===== src/rtl/data_mem_arbiter.sv =====
// Two-port arbiter for the single-port data memory; byte-strobed stores become read-modify-write word writes.
// Define DMEM_ARB_RR_EN for round-robin arbitration; the default build uses fixed priority (port 0 first).
module data_mem_arbiter #(
    parameter int  WORD_COUNT     = 128,
    parameter int  WORD_BITS      = 32,
    localparam int BYTES_PER_WORD = WORD_BITS / 8,
    localparam int ADDR_BITS      = $clog2(WORD_COUNT * BYTES_PER_WORD)
) (
    input  logic                                clk,
    input  logic                                reset,
    input  logic [1:0]                          req_valid,
    output logic [1:0]                          req_ready,
    input  logic [1:0][ADDR_BITS-1:0]           req_addr,
    input  logic [1:0]                          req_we,
    input  logic [1:0][WORD_BITS-1:0]           req_wdata,
    input  logic [1:0][BYTES_PER_WORD-1:0]      req_wstrb,
    output logic [1:0]                          rsp_valid,
    input  logic [1:0]                          rsp_ready,
    output logic [WORD_BITS-1:0]                rsp_rdata,
    output logic [ADDR_BITS-1:0]                mem_address,
    input  logic [WORD_BITS-1:0]                mem_rd_data,
    output logic [WORD_BITS-1:0]                mem_wr_data,
    output logic                                mem_wr_en
);

    typedef enum logic [1:0] {IDLE, EXEC, RESP} state_t;

    state_t                    state;
    logic [ADDR_BITS-1:0]      addr_q;
    logic                      we_q;
    logic [WORD_BITS-1:0]      wdata_q;
    logic [BYTES_PER_WORD-1:0] wstrb_q;
    logic                      owner_q;
    logic [1:0]                grant;
    logic                      win_port;
    logic [WORD_BITS-1:0]      mask;
    logic [WORD_BITS-1:0]      merged;
    logic                      exec_active;

`ifdef DMEM_ARB_RR_EN
    logic                      last_grant;
`endif

    // Winner is purely combinational from req_valid so a request can be accepted the cycle it appears.
    always_comb begin
        grant = req_valid;
        if (req_valid == 2'b11) begin
`ifdef DMEM_ARB_RR_EN
            grant = last_grant ? 2'b01 : 2'b10;
`else
            grant = 2'b01;
`endif
        end
    end

    assign win_port  = grant[1];
    assign req_ready = (state == IDLE && !reset) ? grant : 2'b00;

    always_comb begin
        mask = '0;
        for (int i = 0; i < BYTES_PER_WORD; i++) begin
            mask[8*i +: 8] = {8{wstrb_q[i]}};
        end
    end

    assign merged      = (mem_rd_data & ~mask) | (wdata_q & mask);
    // Gating with reset keeps a reset that lands in EXEC from committing the write.
    assign exec_active = (state == EXEC) && !reset;
    assign mem_address = exec_active ? (addr_q & ~ADDR_BITS'(BYTES_PER_WORD - 1)) : '0;
    assign mem_wr_data = (exec_active && we_q) ? merged : '0;
    assign mem_wr_en   = exec_active && we_q && (wstrb_q != '0);

    always_ff @(posedge clk) begin
        if (reset) begin
            state     <= IDLE;
            addr_q    <= '0;
            we_q      <= 1'b0;
            wdata_q   <= '0;
            wstrb_q   <= '0;
            owner_q   <= 1'b0;
            rsp_valid <= 2'b00;
            rsp_rdata <= '0;
`ifdef DMEM_ARB_RR_EN
            last_grant <= 1'b1;
`endif
        end else begin
            case (state)
                IDLE: begin
                    if (|grant) begin
                        addr_q  <= req_addr[win_port];
                        we_q    <= req_we[win_port];
                        wdata_q <= req_wdata[win_port];
                        wstrb_q <= req_wstrb[win_port];
                        owner_q <= win_port;
`ifdef DMEM_ARB_RR_EN
                        last_grant <= win_port;
`endif
                        state   <= EXEC;
                    end
                end
                EXEC: begin
                    rsp_rdata <= we_q ? merged : mem_rd_data;
                    rsp_valid <= owner_q ? 2'b10 : 2'b01;
                    state     <= RESP;
                end
                RESP: begin
                    if (rsp_ready[owner_q]) begin
                        rsp_valid <= 2'b00;
                        state     <= IDLE;
                    end
                end
                default: state <= IDLE;
            endcase
        end
    end

endmodule


===== config.mk =====
export PLATFORM = sky130hd
export DESIGN_NAME = data_mem_arbiter
export DESIGN_NICKNAME = d
export VERILOG_FILES = /design/src/rtl/data_mem_arbiter.sv
export SDC_FILE = /design/constraint.sdc
export NUM_CORES = 1
export LEC_CHECK = 0
export BUFFER_PORTS_ARGS = -buffer_cell sky130_fd_sc_hd__buf_2
export CORE_UTILIZATION = 35
export DETAILED_ROUTE_END_ITERATION = 10
export PLACE_DENSITY = 0.67
export RECOVER_POWER = 100
export SYNTH_ARGS = -nofsm -noshare
export SYNTH_HDL_FRONTEND = slang
export SYNTH_SLANG_ARGS = --single-unit

===== constraint.sdc =====
create_clock -name clk -period 3.1 [get_ports clk]
set_clock_uncertainty 0.15 [all_clocks]
set_input_delay 0.31 -clock clk [delete_from_list [all_inputs] [get_ports clk]]
set_output_delay 0.31 -clock clk [all_outputs]
set_load 0.05 [all_outputs]

Yosys cells after proc, flatten, opt, wreduce, memory -nomap -nowiden

Cells that the tools add are included.

Flip-flop bits (word level): 83
Output and inout bits: 78

Order comparisons: 2
Eq/ne operators: 5
Mux-type cells: 20
Bitwise gates (word level): 4
Reduce and logical (&&, ||, !) cells: 12

Operator list:

| cell                                                                          | number |
|---|---|
| 32-bit 2-to-1 mux                                                             | 4 |
| 32-bit bitwise AND                                                            | 2 |
| 32-bit NOT                                                                    | 1 |
| 32-bit bitwise OR                                                             | 1 |
| 9-bit 2-to-1 mux                                                              | 3 |
| 2-bit 2-to-1 mux                                                              | 5 |
| 4-bit 2-to-1 mux                                                              | 2 |
| 2-bit case mux with 3 select lines                                            | 1 |
| 2-bit AND reduction                                                           | 3 |
| 2-bit == test (second input constant)                                         | 2 |
| 1-bit logical AND                                                             | 4 |
| 1-bit by 2-bit less-than comparator with 1-bit output (second input constant) | 2 |
| 1-bit 2-to-1 mux                                                              | 4 |
| 2-bit case mux with 2 select lines                                            | 1 |
| 4-bit nonzero test                                                            | 1 |
| 2-bit by 1-bit == test with 1-bit output (second input constant)              | 1 |
| 2-bit logical NOT                                                             | 1 |
| 2-bit by 1-bit inequality test with 1-bit output (second input constant)      | 1 |
| 2-bit inequality test (second input constant)                                 | 1 |
| 2-bit nonzero test                                                            | 1 |
| 2-bit OR reduction                                                            | 1 |
| 1-bit logical NOT                                                             | 1 |

Longest topological paths before layout

Gate-level depths: netlist of the first run.

Depth in word-level cells: 5
Gate-level depth with buffers: 6
Gate-level depth less buffers: 3

Least setup slack after synthesis of the first run

OpenSTA, ideal clock, no wires.

Path type: flip-flop to output port
Start: register state[0]
End: output port mem_wr_data[10]
Data arrival time: 1713 ps
Data required time: 2640 ps
Setup slack: 927 ps
Cell stages (with the launch flop): 6
Buffers on the path: 2
Cell sequence: dfxtp_1 and2b_1 buf_2 nand3b_2 buf_2 nor2_1

Cells in the longest elaborated chain, start to end: 4

Ends and longest elaborated chain:

| item                                     | line | text |
|---|---|---|
| start: declaration                       | 28   | `state_t state;` |
| start signal: assignment                 | 75   | `state <= IDLE;` |
| start signal: assignment                 | 98   | `state <= EXEC;` |
| start signal: assignment                 | 104  | `state <= RESP;` |
| 2-bit by 1-bit == test with 1-bit output | 68   | `assign exec_active = (state == EXEC) && !reset;` |
| 1-bit logical AND                        | 68   |  |
| 1-bit logical AND                        | 70   | `assign mem_wr_data = (exec_active && we_q) ? merged : '0;` |
| 32-bit 2-to-1 mux                        | 70   |  |
| end: declaration                         | 22   | `output logic [WORD_BITS-1:0] mem_wr_data,` |

Every way passes these cells.

Worst setup path after layout of the first run

Start: register state[0]
End: output port mem_wr_data[31]

The elaborated chain is that of the path after synthesis.

==> results of run 1 <==
[power by group through the flow]
stage / sequential, mW / combinational [mW] / clock [mW]
finish: 1.29 / 0.819 / 1.21
global placement: 1.31 / 0.846 / 0
CTS: 1.29 / 0.865 / 1.24
floorplan: 1.41 / 0.533 / 0
global route: 1.31 / 0.891 / 1.28
detailed placement: 1.31 / 0.863 / 0
[through the flow]
stage | setup slack [ns] | hold WS, ns
2_1_floorplan | 0.927 | 0.257
3_3_place_gp | 1.00 | 0.296
3_5_place_dp | 0.970 | 0.310
4_1_cts | 0.589 | 0.0747
5_1_grt | 0.252 | 0.0928
6_report | 0.421 | 0.0924
[cell usage in the layout, fill, tap and decap left out, types with 3 or more instances in the layout]
| cell type | n |
|---|---|
| a21oi_1 | 41 |
| nand3_1 | 32 |
| nor2_1 | 67 |
| a32oi_1 | 6 |
| clkbuf_16 | 9 |
| dfxtp_1 | 80 |
| nand2b_1 | 8 |
| bufinv_16 | 3 |
| a311oi_2 | 17 |
| a311oi_1 | 53 |
| mux2i_1 | 33 |
| clkbuf_1 | 55 |
| buf_2 | 131 |
| nand2_1 | 125 |
| and2_1 | 9 |
| buf_4 | 5 |
| clkbuf_2 | 19 |
[sequential cells by signal, summed over array words and instances (netlist names)]
name and flops:
rsp_valid 2, we_q 1, wstrb_q 4, state 2, owner_q 1, addr_q 7, rsp_rdata 32, wdata_q 32
[critical path, cell delays in order (launching register included)]
cell and delay [ns]:
dfxtp_1 0.46, and2b_2 0.21, nand3b_2 0.24, clkbuf_2 0.44, nor2_1 0.23, clkbuf_2 0.30
[worst paths after layout]
kind | start | to | depth (start not counted)
min reg2reg | addr_q[6] | addr_q[6] | 2
max | state[0] | mem_wr_data[31] | 5
min | req_addr[6] | addr_q[6] | 3
max reg2reg | state[0] | rsp_rdata[0] | 4
[cell families after synthesis]
family | after synthesis | synth area share [%]
mux | 33 | 7.48
buf+inv | 59 | 6.71
flops | 81 | 36.7
simple gates | 252 | 24.0
compound gates | 120 | 25.0
other cells | 1 | 0.0849
[routing by layer]
layer | global-route usage, % | part of all wire, % | up-vias
li1 | - | - | 2270
met1 | 25.0 | 44 | 2118
met2 | 35.4 | 48 | 179
met3 | 4.18 | 6.5 | 20
met4 | 8.66 | 1.9 | 0
met5 | 0 | 0 | -
[cell type report]
cell class | count | area share (%)
clock buffer | 11 | 4.35
clock inverter | 3 | 1.61
inverter | 2 | 0.134
multi-input combinational | 407 | 43.2
sequential | 81 | 29.1
tap | 168 | 3.76
timing repair buffer | 210 | 17.9
==> impl_metrics.ini, run 1 <==
[yosys]
async_flop_share_pct = 0
synth_cell_types = 27
synth_top_area_share_pct = 36.7
synth_cells = 546
synth_common_cells = nand2_1 (125), dfxtp_1 (81), nor2_1 (68), a21oi_1 (41), a311oi_1 (36)
seq_area_frac_synth_pct = 36.7
ys.flop_type = dfxtp_1
synth_top_cell_by_area = dfxtp_1
ys_warn_count = 0
synth.cell_area_um2 = 4420
ys_ff_latch = 81
synthTopCellsByArea = dfxtp_1 (37%), a311oi_2 (12%), nand2_1 (11%)
syn_avg_cell_area_um2 = 8.09
yosysMostFrequentCell = nand2_1
synth_edf_count = 0

[cts]
ctsResizeCount = 0
cts.sinks = 81
cts_max_level = 3
root_buffer = clkbuf_16
clk_pin_slew_ns = 0.06
cts_tree = yes
clock_path_buffers = 2
clock_latency_ns = 0.33
post-cts-setup-buffers = 0
cts_hold_buffers = 0
cts-buffers-inserted = 9

[finish]
antenna_cells = 0
multi_input_area_um2 = 2410
fin_area_um2 = 5590
instances_no_fill = 882
fin_util_pct = 45.9
syn_to_final_growth_pct = 26.5
fillers = 1281
nets = 841
regArea_um2 = 1620
drive_gt1_share_pct = 27.0

[sta]
setup_viol = 0
timing.final.crit_share_pct = 86.4
slew-limit-headroom_pct = -14.4
rsz0062_at_grt = false
clock.fmax_ghz = 0.373
hold_violations = 0
setup_tns_ns = 0
worst_pin_slew_ns = 1.72
final_max_slew_viol_count = 45
period_needed_ns = 2.68

[drt]
drt-initial-drc-count = 218
avgViaCountPerCell = 5.20
firstDrtPassIters = 4
drc_errors = 0
vias = 4587
finalWirelength_um = 13300
ant_nets = 0
wl_per_cell_um = 15.1

[placed_design]
gp_congestion = 0.763
port-buffer-count = 201
dpl_cell_area_um2 = 5440
dpl.cell_count = 868
dp_hpwl_um = 9210

[floorplan]
rows = 40
die_w_um = 114
core_um2 = 12200
die_h_um = 114
dieArea_um2 = 13100
io_pins = 208
initial_utilization_pct = 36.3

[power_and_ir_drop]
power.density_nw_per_um2 = 595
p_int_mw = 2.24
combPwrFrac_pct = 24.6
irDropWorstVdd_mv = 0.267
switching_share_pct = 32.6
p_clk_share_pct = 36.5
p_leak_nw = 2.33
p_sw_mw = 1.08
fin_total_pwr_mw = 3.32
seq_power_share_pct = 38.8

[global_routing]
grt_pass1_wl_um = 21300
grt_usage_pct = 20.6
grt_max_degree = 67
gr-total-overflow = 0
grt_pass1_vias = 4429
antenna_found_initial = 0

[worst_setup_path]
start_kind = register
cp.arrival_ns = 2.22
r2r_slack_ns = 0.83
critPathKind = reg2out
worst_ep_required_time_ns = 2.64
end_kind = output port
cp_max_fo = 23

[outcome]
violations = capacitance limit, slew limit
status = finished with violations

[hold_path]
hp-class = in2reg

[flow_run]
maxCapViolations = 1
Power figures use the tool's default switching activity.
==> run 2: changes to the inputs <==
--- a/config.mk
+++ b/config.mk
@@ -9,7 +9,6 @@
 export CORE_UTILIZATION = 35
 export DETAILED_ROUTE_END_ITERATION = 10
 export PLACE_DENSITY = 0.67
-export RECOVER_POWER = 100
 export SYNTH_ARGS = -nofsm -noshare
 export SYNTH_HDL_FRONTEND = slang
 export SYNTH_SLANG_ARGS = --single-unit
==> impl_metrics.ini, run 2 (synthesis results as in run 1) <==
[outcome]
status = finished, final reports clean

[cts]
clk_pin_slew_ns = 0.06
clock_latency_ns = 0.33
post-cts-setup-buffers = 0
cts-buffers-inserted = 9
root_buffer = clkbuf_16
cts_tree = yes
cts_hold_buffers = 0
clock_path_buffers = 2
cts.sinks = 81
cts_max_level = 3
ctsResizeCount = 0

[worst_setup_path]
cp.arrival_ns = 2.02
critPathKind = reg2out
r2r_slack_ns = 1.12
reg2reg_depth = 4
end_kind = output port
worst_ep_required_time_ns = 2.64
cp_max_fo = 23
start_kind = register

[drt]
wl_per_cell_um = 15.1
vias = 4618
drc_errors = 0
firstDrtPassIters = 4
finalWirelength_um = 13300
avgViaCountPerCell = 5.24
drt-initial-drc-count = 224
ant_nets = 0

[finish]
drive_gt1_share_pct = 37.1
final_common_cell = buf_2
fin_area_um2 = 5770
final_cell_mix = buf_2 (200), nand2_1 (125), dfxtp_1 (80), nor2_1 (67), a21oi_1 (41)
nets = 841
fillers = 1238
syn_to_final_growth_pct = 30.7
antenna_cells = 0
top_regs = rsp_rdata (32), wdata_q (32), addr_q (7)

[sta]
worst_pin_slew_ns = 0.924
clock.fmax_ghz = 0.404
hold_violations = 0
period_needed_ns = 2.48
setup_viol = 0
rsz0062_at_grt = false
final_max_slew_viol_count = 0
setup_tns_ns = 0
slew-limit-headroom_pct = 38.3
timing.final.crit_share_pct = 79.9

[power_and_ir_drop]
p_leak_nw = 2.58
irDropWorstVdd_mv = 0.269
power.density_nw_per_um2 = 582

[floorplan]
initial_utilization_pct = 36.3
core_um2 = 12200
die_w_um = 114
rows = 40
dieArea_um2 = 13100
die_h_um = 114
io_pins = 208

[hold_path]
hold_depth = 2
hp-class = in2reg

[global_routing]
grt_max_degree = 67
gr-total-overflow = 0
grt_pass1_vias = 4429
grt_usage_pct = 20.6
grt_pass1_wl_um = 21300
antenna_found_initial = 0

[placed_design]
dp_hpwl_um = 9210
gp_congestion = 0.763
port-buffer-count = 201
dpl_cell_area_um2 = 5440

[flow_run]
maxCapViolations = 0
[run 2: cell types whose count changed in the layout (fill, tap and decap cells not counted)]
cell      delta
clkbuf_2    -19
nand2b_2     +1
a311oi_1    -17
clkbuf_1    -54
nand2b_1     -1
buf_2       +69
clkbuf_4     -1
buf_4        +5
a311oi_2    +17
[run 2: layer usage]
layer	track usage, %	wire, um
met1	25.0	5750
met2	35.4	6380
met3	4.18	933
met4	8.66	262
met5	0	0
[run 2: cell type report]
class / count / area [um2] / share of cell area (%)
multi-input cells: 407 / 2520 / 43.7
inverters: 2 / 7.51 / 0.130
clock inverters: 3 / 90.1 / 1.56
flip-flops and latches: 81 / 1620 / 28.1
repair buffers: 210 / 1080 / 18.6
well taps: 168 / 210 / 3.64
clock buffers: 11 / 243 / 4.21
[run 2: worst paths after layout]
check	start	endpoint
worst max-delay path	state[0]	mem_wr_data[31]
worst min-delay path	req_valid[0]	owner_q
worst max register to register	state[0]	wdata_q[4]
worst min register to register	addr_q[6]	addr_q[6]
[run 2: power by group]
group          total, mW  internal [mW]  switching (mW)  leakage [nW]
logic              0.861          0.300           0.560          1.75
registers           1.29           1.17           0.124         0.671
clock network       1.21          0.800           0.409         0.162
total               3.36           2.27            1.09          2.58
[run 2: critical path, stage by stage (launching register included)]
cell      delay (ns)
dfxtp_1         0.46
and2b_2         0.21
nand3b_2        0.25
buf_4           0.33
nor2_1          0.15
buf_2           0.28
[run 2: per-stage QoR]
stage	util, %	setup WS, ns	power, mW	hold WS, ns	cells
after detailed placement	44.7	0.970	2.17	0.310	868
final	47.5	0.622	3.36	0.0899	882
after global routing	47.5	0.496	3.53	0.0975	882
after floorplan	-	0.927	1.94	0.257	547
after CTS	47.5	0.589	3.40	0.0747	882
after global placement	44.7	1.00	2.15	0.296	868
